--- config.mk ---
export PLATFORM = sky130hd
export DESIGN_NAME = insight_commit_trace_sink_flat
export DESIGN_NICKNAME = d
export VERILOG_FILES = /design/src/rtl/insight_commit_trace_sink_if.sv /design/src/rtl/insight_commit_trace_sink.sv /design/src/flat_wrapper.sv
export SDC_FILE = /design/constraint.sdc
export NUM_CORES = 1
export LEC_CHECK = 0
export BUFFER_PORTS_ARGS = -buffer_cell sky130_fd_sc_hd__buf_2
export CAP_MARGIN = 25
export CORE_MARGIN = 1
export CORE_UTILIZATION = 64
export DETAILED_ROUTE_END_ITERATION = 10
export GPL_ROUTABILITY_DRIVEN = 0
export PLACE_DENSITY = 0.88
export SLEW_MARGIN = 10
export SYNTH_ARGS = -nofsm -noshare
export SYNTH_HDL_FRONTEND = slang
export SYNTH_SLANG_ARGS = --single-unit
--- constraint.sdc ---
create_clock -name clock -period 7.1 [get_ports clock]
set_clock_uncertainty 0.2 [all_clocks]
set_input_delay 1.42 -clock clock [delete_from_list [all_inputs] [get_ports clock]]
set_output_delay 1.42 -clock clock [all_outputs]
set_load 0.1 [all_outputs]
--- src/rtl/insight_commit_trace_sink_if.sv ---
// Commit-port and trace-stream bundle for insight_commit_trace_sink.
// master = core/funnel side, slave = trace sink.
interface insight_commit_trace_sink_if;
  logic        trace_enable;
  logic [31:0] pc;
  logic [31:0] instruction;
  logic        commit;
  logic        exception;
  logic        interrupt_fire;
  logic [2:0]  mode;
  logic        rd_wen;
  logic [4:0]  rd_waddr;
  logic [31:0] rd_wdata;
  logic        out_valid;
  logic        out_ready;
  logic [31:0] out_data;
  logic        out_last;

  modport master (
    output trace_enable, pc, instruction, commit, exception, interrupt_fire,
           mode, rd_wen, rd_waddr, rd_wdata, out_ready,
    input  out_valid, out_data, out_last
  );

  modport slave (
    input  trace_enable, pc, instruction, commit, exception, interrupt_fire,
           mode, rd_wen, rd_waddr, rd_wdata, out_ready,
    output out_valid, out_data, out_last
  );
endinterface

--- src/rtl/insight_commit_trace_sink.sv ---
// Hart-0 commit trace sink: buffers commit events and streams them as 32-bit word packets.
// Define INSIGHT_TRACE_RD_DATA_EN to add a fourth packet word carrying rd_wdata.
module insight_commit_trace_sink #(
  parameter int DEPTH  = 4,
  parameter int DROP_W = 16
) (
  input  logic                      clock,
  input  logic                      reset,
  insight_commit_trace_sink_if.slave port,
  output logic [DROP_W-1:0]         drop_count,
  output logic                      busy
);
  localparam int AW = (DEPTH > 1) ? $clog2(DEPTH) : 1;
  localparam logic [AW:0] FULL_CNT = DEPTH[AW:0];
  localparam logic [AW:0] ONE_CNT  = 1;

  typedef enum logic [2:0] {S_IDLE, S_HDR, S_PC, S_INSN, S_RD} state_t;

  logic [23:0] hdr_mem  [DEPTH];
  logic [31:0] pc_mem   [DEPTH];
  logic [31:0] insn_mem [DEPTH];
`ifdef INSIGHT_TRACE_RD_DATA_EN
  logic [31:0] rd_mem   [DEPTH];
`else
  logic        rd_wdata_unused;
  assign rd_wdata_unused = ^port.rd_wdata;
`endif

  state_t            state_reg;
  logic              out_valid_reg;
  logic              out_last_reg;
  logic [31:0]       out_data_reg;
  logic [AW-1:0]     rd_ptr_reg;
  logic [AW-1:0]     wr_ptr_reg;
  logic [AW:0]       count_reg;
  logic [10:0]       seq_reg;
  logic              ovf_reg;
  logic [DROP_W-1:0] drop_count_reg;

  logic          ev, full, push, drop, hs, pop, more;
  logic [23:0]   new_hdr;
  logic [AW-1:0] rd_ptr_inc;
  logic [31:0]   next_hdr_word;

  assign ev         = port.trace_enable & (port.commit | port.exception | port.interrupt_fire);
  // full is the registered occupancy: a pop in this cycle does not make room for this push
  assign full       = (count_reg == FULL_CNT);
  assign push       = ev & ~full;
  assign drop       = ev & full;
  assign hs         = out_valid_reg & port.out_ready;
  assign pop        = hs & out_last_reg;
  assign rd_ptr_inc = rd_ptr_reg + AW'(1);
  assign new_hdr    = {port.mode, port.commit, port.exception, port.interrupt_fire,
                       ovf_reg, port.rd_wen, port.rd_waddr, seq_reg};
  assign more       = (count_reg > ONE_CNT) | push;
  // When the only remaining record is being written this very cycle, forward it directly
  assign next_hdr_word = {8'hA5, (count_reg > ONE_CNT) ? hdr_mem[rd_ptr_inc] : new_hdr};

  always_ff @(posedge clock) begin
    if (push) begin
      hdr_mem[wr_ptr_reg]  <= new_hdr;
      pc_mem[wr_ptr_reg]   <= port.pc;
      insn_mem[wr_ptr_reg] <= port.instruction;
`ifdef INSIGHT_TRACE_RD_DATA_EN
      rd_mem[wr_ptr_reg]   <= port.rd_wen ? port.rd_wdata : 32'h0;
`endif
    end
  end

  always_ff @(posedge clock) begin
    if (reset) begin
      state_reg      <= S_IDLE;
      out_valid_reg  <= 1'b0;
      out_last_reg   <= 1'b0;
      out_data_reg   <= 32'h0;
      rd_ptr_reg     <= '0;
      wr_ptr_reg     <= '0;
      count_reg      <= '0;
      seq_reg        <= 11'd0;
      ovf_reg        <= 1'b0;
      drop_count_reg <= '0;
    end else begin
      if (push) begin
        wr_ptr_reg <= wr_ptr_reg + AW'(1);
        seq_reg    <= seq_reg + 11'd1;
        ovf_reg    <= 1'b0;
      end else if (drop) begin
        ovf_reg <= 1'b1;
        if (drop_count_reg != {DROP_W{1'b1}})
          drop_count_reg <= drop_count_reg + DROP_W'(1);
      end

      if (pop)
        rd_ptr_reg <= rd_ptr_inc;

      case ({push, pop})
        2'b10:   count_reg <= count_reg + ONE_CNT;
        2'b01:   count_reg <= count_reg - ONE_CNT;
        default: ;
      endcase

      if (pop) begin
        if (more) begin
          state_reg    <= S_HDR;
          out_data_reg <= next_hdr_word;
          out_last_reg <= 1'b0;
        end else begin
          state_reg     <= S_IDLE;
          out_valid_reg <= 1'b0;
          out_last_reg  <= 1'b0;
          out_data_reg  <= 32'h0;
        end
      end else begin
        case (state_reg)
          S_IDLE: begin
            if (count_reg != '0) begin
              state_reg     <= S_HDR;
              out_valid_reg <= 1'b1;
              out_last_reg  <= 1'b0;
              out_data_reg  <= {8'hA5, hdr_mem[rd_ptr_reg]};
            end
          end
          S_HDR: begin
            if (hs) begin
              state_reg    <= S_PC;
              out_data_reg <= pc_mem[rd_ptr_reg];
            end
          end
          S_PC: begin
            if (hs) begin
              state_reg    <= S_INSN;
              out_data_reg <= insn_mem[rd_ptr_reg];
`ifdef INSIGHT_TRACE_RD_DATA_EN
              out_last_reg <= 1'b0;
`else
              out_last_reg <= 1'b1;
`endif
            end
          end
          S_INSN: begin
`ifdef INSIGHT_TRACE_RD_DATA_EN
            if (hs) begin
              state_reg    <= S_RD;
              out_data_reg <= rd_mem[rd_ptr_reg];
              out_last_reg <= 1'b1;
            end
`endif
          end
          default: ;
        endcase
      end
    end
  end

  assign port.out_valid = out_valid_reg;
  assign port.out_data  = out_data_reg;
  assign port.out_last  = out_last_reg;
  assign drop_count     = drop_count_reg;
  assign busy           = (count_reg != '0) | (state_reg != S_IDLE);
endmodule

--- src/flat_wrapper.sv ---
// flat-port wrapper written by rule: the top's interface ports become plain ports
module insight_commit_trace_sink_flat 
#(
  parameter int DEPTH  = 4,
  parameter int DROP_W = 16
)
  (clock, reset, drop_count, busy, port_trace_enable, port_pc, port_instruction, port_commit, port_exception, port_interrupt_fire, port_mode, port_rd_wen, port_rd_waddr, port_rd_wdata, port_out_ready, port_out_valid, port_out_data, port_out_last);
  insight_commit_trace_sink_if port_i ();
  input  logic clock;
  input  logic reset;
  output logic [DROP_W-1:0] drop_count;
  output logic busy;
  input wire logic [$bits(port_i.trace_enable)-1:0] port_trace_enable;
  input wire logic [$bits(port_i.pc)-1:0] port_pc;
  input wire logic [$bits(port_i.instruction)-1:0] port_instruction;
  input wire logic [$bits(port_i.commit)-1:0] port_commit;
  input wire logic [$bits(port_i.exception)-1:0] port_exception;
  input wire logic [$bits(port_i.interrupt_fire)-1:0] port_interrupt_fire;
  input wire logic [$bits(port_i.mode)-1:0] port_mode;
  input wire logic [$bits(port_i.rd_wen)-1:0] port_rd_wen;
  input wire logic [$bits(port_i.rd_waddr)-1:0] port_rd_waddr;
  input wire logic [$bits(port_i.rd_wdata)-1:0] port_rd_wdata;
  input wire logic [$bits(port_i.out_ready)-1:0] port_out_ready;
  output wire logic [$bits(port_i.out_valid)-1:0] port_out_valid;
  output wire logic [$bits(port_i.out_data)-1:0] port_out_data;
  output wire logic [$bits(port_i.out_last)-1:0] port_out_last;
  assign port_i.trace_enable = port_trace_enable;
  assign port_i.pc = port_pc;
  assign port_i.instruction = port_instruction;
  assign port_i.commit = port_commit;
  assign port_i.exception = port_exception;
  assign port_i.interrupt_fire = port_interrupt_fire;
  assign port_i.mode = port_mode;
  assign port_i.rd_wen = port_rd_wen;
  assign port_i.rd_waddr = port_rd_waddr;
  assign port_i.rd_wdata = port_rd_wdata;
  assign port_i.out_ready = port_out_ready;
  assign port_out_valid = port_i.out_valid;
  assign port_out_data = port_i.out_data;
  assign port_out_last = port_i.out_last;
  insight_commit_trace_sink #(.DEPTH(DEPTH), .DROP_W(DROP_W)) u_core (.clock(clock), .reset(reset), .port(port_i), .drop_count(drop_count), .busy(busy));
endmodule
Yosys cells after proc, flatten, opt, wreduce, memory -nomap -nowiden
Memories as Yosys holds them, arrays and structs flattened. A register that Yosys moved wholly into a read port is not among the register bits.
Index checks and enable logic that the tools add are counted.

word-level totals
  bits in registers = 72
  latch bits = 0
  bits in writable memories = 352
  ROM bits = 0
  input bits = 112
  output and inout bits = 51
  word-level logic and storage cells = 86
  memories = 3

memory list
  memory           depth  width  rd ports  clocked after memory_dff  write ports  line                             source
  u_core.insn_mem  4      32     1         1                         1            insight_commit_trace_sink.sv:21  logic [31:0] insn_mem [DEPTH];
  u_core.pc_mem    4      32     1         1                         1            insight_commit_trace_sink.sv:20  logic [31:0] pc_mem [DEPTH];
  u_core.hdr_mem   4      24     2         1                         1            insight_commit_trace_sink.sv:19  logic [23:0] hdr_mem [DEPTH];

operators by class
  add/subtract/negate cells = 6
  multipliers = 0
  div/mod/pow operators = 0
  $lt $le $gt $ge = 1
  eq/ne operators = 12
  shift-type cells = 0
  mux-type cells = 29
  bitwise logic cells = 11
  reduce and logical (&&, ||, !) cells = 14

operator list
  operator                 number
  $mux W32                 5
  $pmux W32 S3             1
  $mux W24                 1
  $add A16 B1 Y16 const B  1
  $ne A16 B16 Y1 const B   1
  $mux W2                  6
  $mux W3                  4
  $add A11 B1 Y11 const B  1
  $mux W1                  9
  $ne A3 B1 Y1 const B     3
  $pmux W3 S3              1
  $reduce_and A3 Y1        3
  $reduce_bool A2 Y1       4
  $pmux W3 S2              1
  $reduce_bool A3 Y1       2
  $and A1 B1 Y1            5
  $add A2 B1 Y2 const B    2
  $ne A2 B1 Y1 const B     2
  $or A1 B1 Y1             4
  $reduce_and A4 Y1        1
  $reduce_bool A4 Y1       1
  $reduce_or A2 Y1         2
  $add A3 B1 Y3 const B    1
  $eq A3 B1 Y1 const B     1
  10 further kinds         11

Logic depth before layout (Yosys ltp)
  depth after elaboration = 7
  mapped depth = 8
  gate-level depth less buffers = 8

Worst setup path after synthesis
OpenSTA, ideal clock, no wires.

  kind = input port to flip-flop
  start = in port_interrupt_fire
  end = mem u_core.hdr_mem[0][0] (enable)
  setup time = 0.457 ns
  data arrival time = 3.727 ns
  required time = 6.443 ns
  path slack = 2.717 ns
  stages on the path = 2
  buffers on the path = 0
  path through = o31a_2 -> and3_1

on the way
  word-level cells in the longest chain between the ends = 5

ends and longest elaborated chain
  item                           line                             source
  start, declared                flat_wrapper.sv:18               input wire logic [$bits(port_i.interrupt_fire)-1:0] port_interrupt_fire;
  $or A1 B1 Y1                   insight_commit_trace_sink.sv:45  assign ev = port.trace_enable & (port.commit | port.exception | port.interrupt_fire);
  $and A1 B1 Y1                  insight_commit_trace_sink.sv:45
  $and A1 B1 Y1                  insight_commit_trace_sink.sv:48  assign push = ev & ~full;
  $mux W1                        insight_commit_trace_sink.sv:60  if (push) begin
  $mux W1 (implied by the code)  insight_commit_trace_sink.sv:61  hdr_mem[wr_ptr_reg] <= new_hdr;
  end, declared                  insight_commit_trace_sink.sv:19

Every way passes these cells.

Final worst setup path
  start = in port_out_ready
  end = reg u_core.out_data_reg[2] (netlist: u_core.port.out_data[2])

on the way
  word-level cells in the longest chain between the ends = 4
  elaborated cells on any way between the ends = 8
  those cells by class = 3 x eq/ne; 1 x mux; 2 x bitwise; 2 x reduce/logical

ends and longest elaborated chain
  item                                                                 line                              source
  start, declared                                                      flat_wrapper.sv:23                input wire logic [$bits(port_i.out_ready)-1:0] port_out_ready;
  $and A1 B1 Y1 *                                                      insight_commit_trace_sink.sv:50   assign hs = out_valid_reg & port.out_ready;
  $and A1 B1 Y1                                                        insight_commit_trace_sink.sv:51   assign pop = hs & out_last_reg;
  $ne A3 B1 Y1 (no source line) or $reduce_bool A4 Y1 (tied branches)  --
  $reduce_and A4 Y1 (no source line)                                   --
  end signal, assigned                                                 insight_commit_trace_sink.sv:105  out_data_reg <= next_hdr_word;
  end signal, assigned                                                 insight_commit_trace_sink.sv:120  out_data_reg <= {8'hA5, hdr_mem[rd_ptr_reg]};
  end signal, assigned                                                 insight_commit_trace_sink.sv:126  out_data_reg <= pc_mem[rd_ptr_reg];
  end, declared                                                        insight_commit_trace_sink.sv:32   logic [31:0] out_data_reg;

Mark *: on every way between the ends. The rest lies on a longest branch, timed or not.
A chain may end at the register's enable or synchronous reset.

==> results.py <==
metrics = {
    "worst_setup_path": {
        "rrSetupSlack_ps": 3820,
        "crit_required_ps": 7310,
        "worstReg2RegStart": "u_core.port.out_valid$_SDFFE_PP0P_",
        "path_class": "input port to flip-flop",
        "crit_start": "port_out_ready",
        "reg2reg_depth": 7,
        "critPathMaxFanout": 36,
        "endpoint_kind": "flip-flop",
        "cp-start-kind": "input port",
        "r2r-end": "u_core.port.out_data[2]$_SDFFE_PP0P_",
        "cp.arrival_ps": 4070,
    },
    "clock_tree": {
        "cts_tree": "done",
        "clkTransAtPathRegs_ps": 60,
        "post_cts_buffers": 0,
        "worst_skew_pair.late_latency_ps": 540,
        "cts_root_buf": "clkbuf_16",
        "cts-resized-gates": 0,
        "clockBufferDepth": 3,
        "h-tree-depth": 2,
        "holdBufCountCts": 0,
        "clock-sinks": 425,
        "numCtsBuffers": 42,
    },
    "synthesis": {
        "yosys-top-cells-area": "edfxtp_1 (60%), mux4_2 (13%), dfxtp_1 (8.3%)",
        "post-synth-top-count-cell": "edfxtp_1",
        "ys_types": 57,
        "synth_seq_cells": 425,
        "syn_area_sq_um": 17600,
        "yosysSeqAreaShare_pct": 68.5,
        "synth_common_cells": "edfxtp_1 (352), mux4_2 (102), dfxtp_1 (73)",
        "synth-async-reset-ratio_pct": 0,
        "ys.flop_type": "edfxtp_1",
        "synth_nets": 1149,
        "yosysWarnings": 0,
        "synth_top_cell_area_share_pct": 60.2,
        "synth_area_per_cell_sq_um": 17.2,
        "syn_inst": 1023,
        "yosysTopAreaCell": "edfxtp_1",
        "synth-edff-count": 352,
    },
    "sta": {
        "setup_viol": 0,
        "timing.final.crit_share_pct": 54.3,
        "timing.final.max_slew_violations": 0,
        "tightestPinTransition_ps": 1080,
        "rsz0062_at_grt": "false",
        "timing.fmax_ghz": 0.259,
        "slew_headroom_pct": 27.7,
        "setup_tns_ps": 0,
        "hold_violations": 0,
        "post-route-min-period_ps": 3850,
    },
    "routing": {
        "drt-initial-drc-count": 1377,
        "route.top_layer_used": "met5",
        "drt-met1-wl_um": 14800,
        "dr.pass1.iters": 6,
        "vias_per_cell": 7.07,
        "drcViolationCount": 0,
        "ant_nets": 0,
        "vias": 10800,
        "drt-total-wl_um": 41400,
        "wl_met3_um": 4480,
        "route.met2.wl_um": 20300,
        "wl_per_cell_um": 27.2,
    },
    "run_status": {
        "status": "complete, no violations",
    },
    "floorplanning": {
        "core-area_sq_um": 27000,
        "die_x_um": 168,
        "std_cell_rows": 60,
        "die_h_um": 168,
        "die-area_sq_um": 28100,
        "start_util_pct": 65.2,
        "io_pins": 163,
    },
    "flow_run": {
        "maxCapViolations": 0,
    },
    "place": {
        "place.port_buffers": 130,
        "hpwl_um": 22900,
    },
    "pwr": {
        "combinationalPowerShare_pct": 20.0,
        "seqPwrFrac_pct": 45.5,
        "switchingPower_mw": 1.98,
        "ir_drop_mv": 0.260,
        "clockPowerShare_pct": 34.5,
        "p_per_area_nw_per_um2": 327,
        "p_leak_nw": 6.60,
        "netSwitchingFraction_pct": 30.5,
        "cellInternalPower_mw": 4.51,
    },
    "final_layout": {
        "drive_above_1_share_pct": 29.9,
        "seq_area_sq_um": 12000,
        "multi_input_area_sq_um": 5130,
        "layout.nets": 1272,
        "fin_util_pct": 73.6,
        "areaGrowthSynthToFinish_pct": 13.0,
        "reg_top3": "u_core.insn_mem: 128 flops, u_core.pc_mem: 128 flops, u_core.hdr_mem: 96 flops",
        "fillerInstances": 1484,
    },
    "grt": {
        "antenna_found_initial": 3,
        "grt_pass1_vias": 11000,
        "grt_max_degree": 59,
        "gr-total-overflow": 0,
        "grt_util_all_layers_pct": 30.0,
        "grt_pass1_wl_um": 63000,
    },
    "min_path": {
        "whs_path_depth": 2,
        "whs_endpoint": "u_core.port.out_data[28]$_SDFFE_PP0P_",
        "min_from": "u_core.port.out_data[28]$_SDFFE_PP0P_",
        "min_path_type": "flip-flop to flip-flop",
    },
}
power by group through the flow:
| stage | logic (mW) | registers [mW] | clock network (mW) |
|---|---|---|---|
| 2_1_floorplan | 0.547 | 3.36 | 0 |
| 3_3_place_gp | 1.21 | 2.99 | 0 |
| 4_1_cts | 1.28 | 2.95 | 2.24 |
| 6_report | 1.30 | 2.96 | 2.24 |
| 5_1_grt | 1.35 | 2.96 | 2.34 |
| 3_5_place_dp | 1.25 | 3.00 | 0 |
cells in the final DEF, fill, tap and decap left out, types with 18 or more instances in the layout:
master and count:
edfxtp_1 352, clkbuf_16 43, o31ai_1 23, mux4_2 102, mux2_2 24, o21ai_0 21
inv_1 20, nor2b_1 18, a21oi_1 28, nand2_1 54, nor2_1 23, a22oi_1 47
dfxtp_1 70, buf_2 130
metal layers:
layer	vias to the layer above	track usage, %
met2	790	48.4
met3	149	8.08
met4	2	15.4
li1	4427	-
met5	-	0
met1	5405	37.9
through the flow:
| step | worst slack, ps | std cells | cell area (sq um) | hold WS, ps | total power, mW |
|---|---|---|---|---|---|
| finish | 3250 | 1523 | 19800 | 274 | 6.49 |
| global route | 3170 | 1521 | 19800 | 284 | 6.65 |
| CTS | 3350 | 1520 | 19800 | 273 | 6.47 |
| detailed placement | 2970 | 1443 | 18500 | 264 | 4.24 |
| global placement | 2770 | 1442 | 18400 | 272 | 4.20 |
| floorplan | 2720 | 1023 | 17600 | 253 | 3.91 |
cell families after synthesis:
group,Yosys count,share of synthesized area (%)
muxes,132,15.0
adders and majority gates,14,0.997
DFF,425,68.5
AOI/OAI and AO/OA,183,7.35
xor gates and xnor gates,9,0.449
and+or+nand+nor,172,5.24
buffers and inverters,88,2.48
worst max-delay path by stage:
| stage | endpoint | slack, ps |
|---|---|---|
| after global placement | u_core.port.out_data[20]$_SDFFE_PP0P_ | 2770 |
| after global routing | u_core.port.out_data[19]$_SDFFE_PP0P_ | 3170 |
| after floorplan | u_core.hdr_mem[0][0]$_DFFE_PP_ | 2720 |
| final | u_core.port.out_data[2]$_SDFFE_PP0P_ | 3250 |
| after CTS | u_core.port.out_data[19]$_SDFFE_PP0P_ | 3350 |
| after detailed placement | u_core.port.out_data[20]$_SDFFE_PP0P_ | 2970 |
final cells by class:
class                   count  area share, %
clock buffers              57           5.84
inverters                  21          0.397
well taps                 341           2.15
repair buffers            146           3.92
diodes                      3         0.0378
flip-flops and latches    425           60.7
multi-input cells         510           25.8
clock inverters            20           1.15
critical path: stages:
cell      delay (ps)
buf_2            110
nand3_2           70
buf_4            290
inv_2            600
and4_1           770
buf_8            260
a22oi_1          120
a311oi_1         390
(Power assumes the default switching activity.)
